### src/rtl/pc_seq_unit.sv
// Next-PC generator owning the PC, trap entry/return (mepc), RUN/HANDLER/HALT
// state machine and a retired-instruction counter.
module pc_seq_unit #(
  parameter int              XLEN     = 32,
  parameter logic [XLEN-1:0] RESET_PC = 'h0,
  parameter logic [XLEN-1:0] TRAP_VEC = 'h100,
  parameter int              IALIGN   = 32,
  parameter int              CNT_W    = 32
) (
  input  logic             clk,
  input  logic             rst,
  input  logic             stall,
  input  logic [2:0]       npc_op,
  input  logic [XLEN-1:0]  imm,
  input  logic [XLEN-1:0]  aluout,
  output logic [XLEN-1:0]  pc,
  output logic [XLEN-1:0]  npc,
  output logic [XLEN-1:0]  mepc,
  output logic             misalign,
  output logic             in_handler,
  output logic             halted,
  output logic [CNT_W-1:0] retired
);

  localparam logic [2:0] NPC_PLUS4  = 3'b000;
  localparam logic [2:0] NPC_BRANCH = 3'b001;
  localparam logic [2:0] NPC_JUMP   = 3'b010;
  localparam logic [2:0] NPC_JALR   = 3'b100;
  localparam logic [2:0] NPC_TRAP   = 3'b110;
  localparam logic [2:0] NPC_MRET   = 3'b111;

  typedef enum logic [1:0] {
    RUN     = 2'd0,
    HANDLER = 2'd1,
    HALT    = 2'd2
  } state_t;

  state_t          state;
  state_t          state_n;
  logic [XLEN-1:0] target;
  logic [XLEN-1:0] mepc_n;
  logic            is_trap;
  logic            is_mret;
  logic            trap_req;
  logic            commit;

  always_comb begin
    target = pc + XLEN'(4);
    case (npc_op)
      NPC_BRANCH: target = pc + imm;
      NPC_JUMP:   target = pc + imm;
      NPC_JALR:   target = {aluout[XLEN-1:1], 1'b0};
      default:    target = pc + XLEN'(4);
    endcase
  end

  assign is_trap = (npc_op == NPC_TRAP);
  assign is_mret = (npc_op == NPC_MRET);

  // Alignment only applies to real fetch targets, not trap/return redirects.
  always_comb begin
    misalign = 1'b0;
    if (!is_trap && !is_mret) begin
      if (IALIGN == 32) misalign = |target[1:0];
      else              misalign = target[0];
    end
  end

  assign trap_req = is_trap | misalign | (is_mret & (state == RUN));

  always_comb begin
    state_n = state;
    npc     = target;
    mepc_n  = mepc;
    commit  = 1'b0;
    unique case (state)
      RUN: begin
        if (trap_req) begin
          npc     = TRAP_VEC;
          mepc_n  = pc;
          state_n = HANDLER;
        end else begin
          commit = 1'b1;
        end
      end
      HANDLER: begin
        if (trap_req) begin
          npc     = pc;
          state_n = HALT;
        end else if (is_mret) begin
          npc     = mepc;
          state_n = RUN;
          commit  = 1'b1;
        end else begin
          commit = 1'b1;
        end
      end
      default: begin
        npc     = pc;
        state_n = HALT;
      end
    endcase
  end

  always_ff @(posedge clk) begin
    if (rst) begin
      state <= RUN;
    end else if (!stall) begin
      state <= state_n;
    end
  end

  always_ff @(posedge clk) begin
    if (rst) begin
      pc      <= RESET_PC;
      mepc    <= '0;
      retired <= '0;
    end else if (!stall) begin
      pc   <= npc;
      mepc <= mepc_n;
      if (commit) retired <= retired + CNT_W'(1);
    end
  end

  assign in_handler = (state == HANDLER);
  assign halted     = (state == HALT);

endmodule

### config.mk
export PLATFORM = sky130hd
export DESIGN_NAME = pc_seq_unit
export DESIGN_NICKNAME = d
export VERILOG_FILES = /design/src/rtl/pc_seq_unit.sv
export SDC_FILE = /design/constraint.sdc
export NUM_CORES = 1
export LEC_CHECK = 0
export ABC_AREA = 1
export BUFFER_PORTS_ARGS = -buffer_cell sky130_fd_sc_hd__buf_4
export CORE_MARGIN = 5
export CORE_UTILIZATION = 55
export CTS_BUF_LIST = sky130_fd_sc_hd__clkbuf_8
export DETAILED_ROUTE_END_ITERATION = 10
export PLACE_DENSITY = 0.81
export SYNTH_ARGS = -nofsm -noshare
export SYNTH_HDL_FRONTEND = slang
export SYNTH_SLANG_ARGS = --single-unit
export TNS_END_PERCENT = 1
### constraint.sdc
create_clock -name clk -period 3.2 [get_ports clk]
set_input_delay 0.16 -clock clk [delete_from_list [all_inputs] [get_ports clk]]
set_output_delay 0.16 -clock clk [all_outputs]
set_load 0.1 [all_outputs]
==> metrics.csv, run 1 <==
stage,metric,value,unit
setup_path,CP Launch Type,register,
global_routing,total gr overflow,0,
cells_and_area,fin cells,2127,
synthesis,Avg Inst Size Synth,5.47,µm²
synthesis,post-synthesis async set-or-reset flop share,0,%
cells_and_area,diodes inserted,0,
clocking,H-tree depth,3,
clocking,CTS Sinks,98,
setup_path,kind of critical path,register to output port,
placement,placed instance count,2104,
clocking,Root Buffer,clkbuf_8,
clocking,cts bufs inserted,9,
clocking,CTS tree,yes,
synthesis,"Distinct cells, synth",39,
synthesis,Post-synth top cells,"nand2_1 (599), inv_1 (239), nand3_1 (152)",
power,Pwr Total,0.00541,W
sta,max_slew headroom,49.1,%
setup_path,Worst EP required,3.04,ns
sta,RSZ-0062 raised after global routing,true,
routing,number of remaining DRC errors,0,
setup_path,Worst path slowest cell,fa_1,
min_path,Hold Path Class,primary input to register,
min_path,Worst Hold Depth,3,
setup_path,"Arr. time, crit path",3.03,ns
setup_path,crit-path leading delay family,simple AND/OR/NAND/NOR gates,
synthesis,most frequent cell after synthesis,nand2_1,
routing,Pre-antenna DRT Iters,5,
global_routing,first-pass GRT wire length,55.0,mm
floorplanning,Initial Utilization,56.1,%
routing,Routed WL,36.2,mm
floorplanning,die height,140,µm
cells_and_area,synthesis-to-layout area growth,27.8,%
synthesis,#FFs+latches synth,98,
sta,Final Hold Viols,0,
cells_and_area,share of post-route cells with drive strength above 1,18.8,%
sta,crit path time final,3.19,ns
sta,crit share post-route,99.8,%
synthesis,synthesized area,9310,µm²
sta,Setup-failing EPs final,0,
synthesis,dominant cells by area after synthesis,"nand2_1 (24%), dfxtp_1 (21%), inv_1 (9.6%)",
synthesis,Yosys warning total,0,
synthesis,dominant cell type by area after synthesis,nand2_1,
power,maximum vdd drop,492,µV
setup_path,"most used cell, CP",inv_1,
floorplanning,Rows,47,
cells_and_area,area of the multi-input gates,6390,µm²
synthesis,Yosys top cell area share,24.2,%
setup_path,r2r worst-path depth,16,
setup_path,Worst setup EP type,output port,
setup_path,largest stage delay on the critical path,0.49,ns
power,Static Leak,6.19,nW
routing,Detailed Route Iter0 Violations,1324,
cells_and_area,Post-layout nets,2006,
cells_and_area,Sequential Area,1970,µm²
routing,vias per cell,5.59,
cells_and_area,# fillers,1563,
synthesis,Mapped Cells,1702,
floorplanning,Die ar.,19600,µm²
floorplanning,Die W,140,µm
routing,WL/cell,17.0,µm
global_routing,gr usage total,34.5,%
setup_path,crit path buf inv count,6,
global_routing,vias in the first global route,10501,
floorplanning,IO Count,201,
sta,Worst Tran Pin Value,0.756,ns
global_routing,initial antenna violation count,0,
setup_path,worst-path cell chain,ha_4 -> inv_1 -> fa_1 -> inv_1 -> nand4_1 -> nand2_2 -> nor2_4 -> nand3_4 -> buf_12 -> buf_4 -> a22oi_2 -> nor2_1 -> nor2_1 -> nand2_1 -> nand2_1 -> inv_1 -> buf_8,
synthesis,synthesized net count,1806,
placement,DPL Wire Length,28.1,mm
setup_path,Crit path depth,17,
sta,Final Max Slew Viols,0,
floorplanning,core area,16600,µm²
clocking,Worst-path clk slew,0.11,ns
sta,clk_skew,0.0203,ns
routing,via count,11881,
routing,ANT nets after route,0,
outcome,status,finished clean,
global_routing,largest net degree at the start of global routing,45,
power,pwr dens,455,nW/µm²
clocking,Worst-Skew Late Latency,0.42,ns
synthesis,register area share after synthesis,21.1,%
flow_run,Max Cap Violations,0,
synthesis,Main synth FF type,dfxtp_1,
sta,Fmax,313,MHz
placement,I/O Buffers,199,
setup_path,worst-path fanout max,7,
synthesis,"EDFF count, synth",0,
clocking,CTS max path bufs,2,
placement,gpl congestion,1.02,
clocking,# hold bufs at CTS,0,
==> per-stage QoR <==
step / worst slack (ns) / hold WS, ns / utilization, % / setup TNS (ns) / area (µm²)
after global placement: 0.312 / 0.473 / 67.7 / 0 / 11200
after CTS: 0.00156 / 0.186 / 69.5 / 0 / 11500
after floorplan: -0.134 / 0.403 / - / -1.71 / 9390
after global routing: -0.100 / 0.210 / 71.7 / -0.928 / 11900
after detailed placement: 0.282 / 0.466 / 67.7 / 0 / 11200
final: 0.00726 / 0.207 / 71.7 / 0 / 11900
==> cell usage in the layout, fill, tap and decap left out, types with 3 or more instances in the layout <==
cell type,n
nand3_4,3
xor2_1,25
o21bai_1,3
o21ai_0,78
o21ai_1,5
ha_1,29
nand4_1,28
a22oi_1,3
nor2_2,9
buf_6,9
buf_8,3
nand3_2,16
inv_2,15
buf_12,15
a22oi_2,5
or2_2,8
o211ai_1,6
nand2_1,585
dfxtp_1,93
clkbuf_8,9
nor3_1,38
dfxtp_2,3
nand2_2,18
nor4_1,8
nand3_1,137
clkinv_4,3
nor2_1,119
a21oi_1,134
nand3b_1,6
buf_4,222
a31oi_1,9
inv_1,230
ha_4,3
xnor2_1,5
==> worst paths after layout <==
check	slack (ns)	from	end
max	0.007	pc[0]	npc[27]
min	0.21	stall	pc[2]
max reg2reg	0.28	pc[0]	mepc[1]
min reg2reg	0.49	mepc[16]	mepc[16]
==> sequential cells by signal (all words and copies together), names as in the netlist <==
name and count:
mepc 32, pc 32, retired 32, state 2
==> report_power, final <==
| group | internal (W) | switching [W] | total (W) |
|---|---|---|---|
| Sequential | 0.00131 | 0.000114 | 0.00142 |
| Combinational | 0.000835 | 0.00230 | 0.00313 |
| Clock | 0.000305 | 0.000553 | 0.000858 |
==> routing by layer <==
metal  part of all wire, %  up-vias  wire length, µm  GRT usage (%)
li1                      -     5840                -              -
met3                    11       88             4150           8.35
met4                   3.6        0             1290           11.9
met1                    41     5313            14900           47.5
met2                    44      640            15900           52.7
met5                     0        -                0              0
==> layout make-up <==
type | instances | area share [%]
clock buffer | 9 | 1.04
inverter | 250 | 7.96
sequential | 98 | 16.6
tap | 220 | 2.31
timing repair buffer | 249 | 17.8
multi-input combinational | 1294 | 53.7
clock inverter | 7 | 0.600
==> worst reg2reg max path: stages, from the launching register on <==
cell	delay, ns
dfxtp_4	0.39
ha_4	0.13
inv_1	0.05
fa_1	0.49
inv_1	0.04
nand4_1	0.07
nand2_2	0.07
nor2_4	0.15
nand3_4	0.17
buf_12	0.18
buf_4	0.17
buf_4	0.15
nand2_2	0.12
inv_1	0.08
buf_4	0.23
o21ai_0	0.25
a21oi_1	0.07
==> logic make-up (layout without fill, tap and decap cells) <==
kind of cell	after synthesis	after routing	share of synthesized area, %
xor gates and xnor gates	30	30	2.82
DFF	98	98	21.1
and+or+nand+nor	979	979	44.4
AOI/OAI and AO/OA	251	251	14.2
buffers and inverters	310	515	12.8
adders and majority gates	34	34	4.65
==> timing repair <==
action	4_1_cts	5_1_grt
gates cloned	0	0
setup endpoints to repair	29	32
setup buffers	1	6
resized for setup	23	82
pin swaps	3	6
(Power assumes the default switching activity.)
==> inputs of run 2 (changes only) <==
Settings changed: ABC_AREA 1 to unset, PLACE_DENSITY 0.81 to 0.82.
==> metrics.csv, run 2 <==
stage,metric,value,unit,change
cells_and_area,"commonest non-fill, non-tap cells in the layout","buf_4 (276), nor2_1 (143), nand2_1 (120), dfxtp_1 (77), a21oi_1 (55)",,"was nand2_1 (585), inv_1 (230), buf_4 (222), nand3_1 (137), a21oi_1 (134)"
cells_and_area,diodes inserted,0,,unchanged
clocking,Root Buffer,clkbuf_8,,unchanged
min_path,min-delay src,stall,,unchanged
clocking,Worst-Skew Late Latency,0.41,ns,was 0.42 ns
power,pwr dens,418,nW/µm²,was 455 nW/µm²
synthesis,post-synthesis async set-or-reset flop share,0,%,unchanged
synthesis,Yosys warning total,0,,unchanged
routing,Pre-antenna DRT Iters,6,,was 5
synthesis,Post-synth top cells,"nor2_1 (148), nand2_1 (122), dfxtp_1 (98)",,"was nand2_1 (599), inv_1 (239), nand3_1 (152)"
floorplanning,Initial Utilization,55.6,%,was 56.1%
cells_and_area,share of post-route cells with drive strength above 1,33.3,%,was 18.8%
clocking,CTS tree,yes,,unchanged
clocking,Worst-path clk slew,0.12,ns,was 0.11 ns
floorplanning,core area,14400,µm²,was 16600 µm²
setup_path,RR Endpoint,pc[16],,was mepc[1]
setup_path,Worst setup EP type,output port,,unchanged
sta,Setup TNS Final,-4.89,ns,was 0 ns
synthesis,"EDFF count, synth",0,,unchanged
routing,via count,9751,,was 11881
routing,ANT nets after route,0,,unchanged
floorplanning,Rows,44,,was 47
sta,Final Hold Viols,0,,unchanged
floorplanning,die height,131,µm,was 140 µm
sta,post-route setup slack,-0.404,ns,was 0.00726 ns
setup_path,CP Launch Type,register,,unchanged
routing,Routed WL,32.4,mm,was 36.2 mm
routing,vias per cell,6.40,,was 5.59
setup_path,Worst Setup SP,pc[0],,unchanged
synthesis,Yosys top cell area share,24.4,%,was 24.2%
placement,Post-DP Area,10400,µm²,was 11200 µm²
floorplanning,Die ar.,17100,µm²,was 19600 µm²
routing,Detailed Route Iter0 Violations,1344,,was 1324
sta,clk_skew,0.0185,ns,was 0.0203 ns
placement,I/O Buffers,199,,unchanged
clocking,CTS max path bufs,2,,unchanged
sta,crit path time final,3.60,ns,was 3.19 ns
power,maximum vdd drop,329,µV,was 492 µV
setup_path,r2r setup slk,-0.03,ns,was 0.28 ns
outcome,failing checks,negative setup slack,,
setup_path,r2r worst-path depth,14,,was 16
synthesis,dominant cells by area after synthesis,"dfxtp_1 (24%), nor2_1 (6.9%), nand2_1 (5.7%)",,"was nand2_1 (24%), dfxtp_1 (21%), inv_1 (9.6%)"
global_routing,gr usage total,36.4,%,was 34.5%
clocking,# hold bufs at CTS,0,,unchanged
synthesis,Main synth FF type,dfxtp_1,,unchanged
placement,DPL Wire Length,23.2,mm,was 28.1 mm
clocking,H-tree depth,3,,unchanged
routing,WL/cell,21.3,µm,was 17.0 µm
global_routing,largest net degree at the start of global routing,43,,was 45
cells_and_area,Post-layout nets,1438,,was 2006
sta,max_slew headroom,48.4,%,was 49.1%
floorplanning,IO Count,201,,unchanged
floorplanning,Die W,131,µm,was 140 µm
sta,Final Max Slew Viols,0,,unchanged
clocking,CTS Sinks,98,,unchanged
sta,RSZ-0062 raised after global routing,true,,unchanged
cells_and_area,finished layout cell area,11200,µm²,was 11900 µm²
sta,crit share post-route,113,%,was 99.8%
sta,Fmax,277,MHz,was 313 MHz
min_path,endpoint with the worst hold slack,pc[6],,was pc[2]
global_routing,first-pass GRT wire length,49.0,mm,was 55.0 mm
sta,Setup-failing EPs final,29,,was 0
setup_path,worst-path fanout max,3,,was 7
cells_and_area,biggest regs,"mepc (32), pc (32), retired (32)",,unchanged
setup_path,reg2reg start,pc[0],,unchanged
min_path,Hold Path Class,primary input to register,,unchanged
outcome,status,"finished, violations left",,was finished clean
setup_path,kind of critical path,register to output port,,unchanged
synthesis,synthesized area,8030,µm²,was 9310 µm²
routing,number of remaining DRC errors,0,,unchanged
synthesis,register area share after synthesis,24.4,%,was 21.1%
clocking,cts bufs inserted,9,,unchanged
synthesis,Mapped Cells,1090,,was 1702
cells_and_area,synthesis-to-layout area growth,39.8,%,was 27.8%
sta,Worst Tran Pin Value,0.768,ns,was 0.756 ns
synthesis,Avg Inst Size Synth,7.36,µm²,was 5.47 µm²
cells_and_area,"commonest non-fill, non-tap cell in the layout",buf_4,,was nand2_1
synthesis,#FFs+latches synth,98,,unchanged
synthesis,synthesized net count,1194,,was 1806
power,Static Leak,4.84,nW,was 6.19 nW
synthesis,dominant cell type by area after synthesis,dfxtp_1,,was nand2_1
global_routing,initial antenna violation count,0,,unchanged
global_routing,vias in the first global route,9141,,was 10501
placement,gpl congestion,1.06,,was 1.02
setup_path,"Arr. time, crit path",3.44,ns,was 3.03 ns
synthesis,"Distinct cells, synth",84,,was 39
setup_path,Worst EP required,3.04,ns,about the same
min_path,Worst Hold Depth,2,,was 3
global_routing,total gr overflow,0,,unchanged
flow_run,Max Cap Violations,0,,unchanged
synthesis,most frequent cell after synthesis,nor2_1,,was nand2_1
[run 2: cell types whose count changed after synthesis, sizes merged, moves of 34 or more]
cell,previous run,this run
nand2,606,122
inv,248,28
nand3,156,43
a21oi,135,66
mux2i,0,45
xnor2,5,39
[run 2: cell families after synthesis]
kind of cell	count (synthesis)	synth area share (%)
simple gates	433	25.2
flops	98	24.4
xor+xnor	70	7.64
buf+inv	108	5.35
mux	51	6.45
compound gates	296	25.5
fa+ha+maj	34	5.39
[run 2: report_power, final]
group | internal (W) | leakage [nW] | switching, W
registers | 0.00127 | 0.806 | 0.0000498
logic | 0.000808 | 3.93 | 0.00169
clock network | 0.000313 | 0.103 | 0.000562
total | 0.00239 | 4.84 | 0.00230
[run 2: layout make-up]
class	count	area [µm²]
Clock buffer	9	124
Clock inverter	7	81.3
Fill cell	1061	3200
Inverter	29	109
Multi-Input combinational cell	884	6070
Sequential cell	98	2010
Tap cell	184	230
Timing Repair Buffer	312	2590
[run 2: worst max-delay path, cell delays in order (launching register included)]
cell       delay (ns)
dfxtp_4          0.37
ha_4             0.12
inv_2            0.03
fa_2             0.36
nor2b_4          0.16
o2111ai_4        0.14
a31oi_4          0.26
o311ai_4         0.13
a311oi_2         0.33
mux2i_1          0.30
nand2_1          0.11
a41oi_2          0.27
o21a_1           0.25
buf_12           0.20
[run 2: worst max path at each step]
stage,end,slack [ns]
after floorplan,npc[22],-0.65
after global placement,npc[24],-0.08
after detailed placement,npc[24],-0.12
after CTS,npc[24],-0.36
after global routing,npc[30],-0.47
final,npc[30],-0.40
[run 2: per-stage QoR]
stage               setup slack (ns)  hold WS (ns)  instances  total power (W)  utilization [%]
finish                        -0.404         0.149       1523          0.00469             77.8
CTS                           -0.362         0.121       1520          0.00456             76.0
detailed placement            -0.116         0.494       1499          0.00359             72.0
floorplan                     -0.651         0.519       1090          0.00291                -
global placement             -0.0759         0.482       1499          0.00357             72.0
global route                  -0.471         0.139       1523          0.00483             77.8
[run 2: layer usage]
layer | routed length, µm | share of wire, % | track usage (%) | up-vias
li1 | - | - | - | 4436
met1 | 12700 | 39 | 49.8 | 4535
met2 | 14700 | 45 | 56.5 | 671
met3 | 3790 | 12 | 7.32 | 109
met4 | 1210 | 3.7 | 14.2 | 0
met5 | 0 | 0 | 0 | -
[run 2: what timing repair did]
| item | 4_1_cts | 5_1_grt |
|---|---|---|
| resized for setup | 73 | 53 |
| buffers inserted | 5 | 3 |
| pin swaps | 18 | 14 |
| setup endpoints to repair | 32 | 47 |
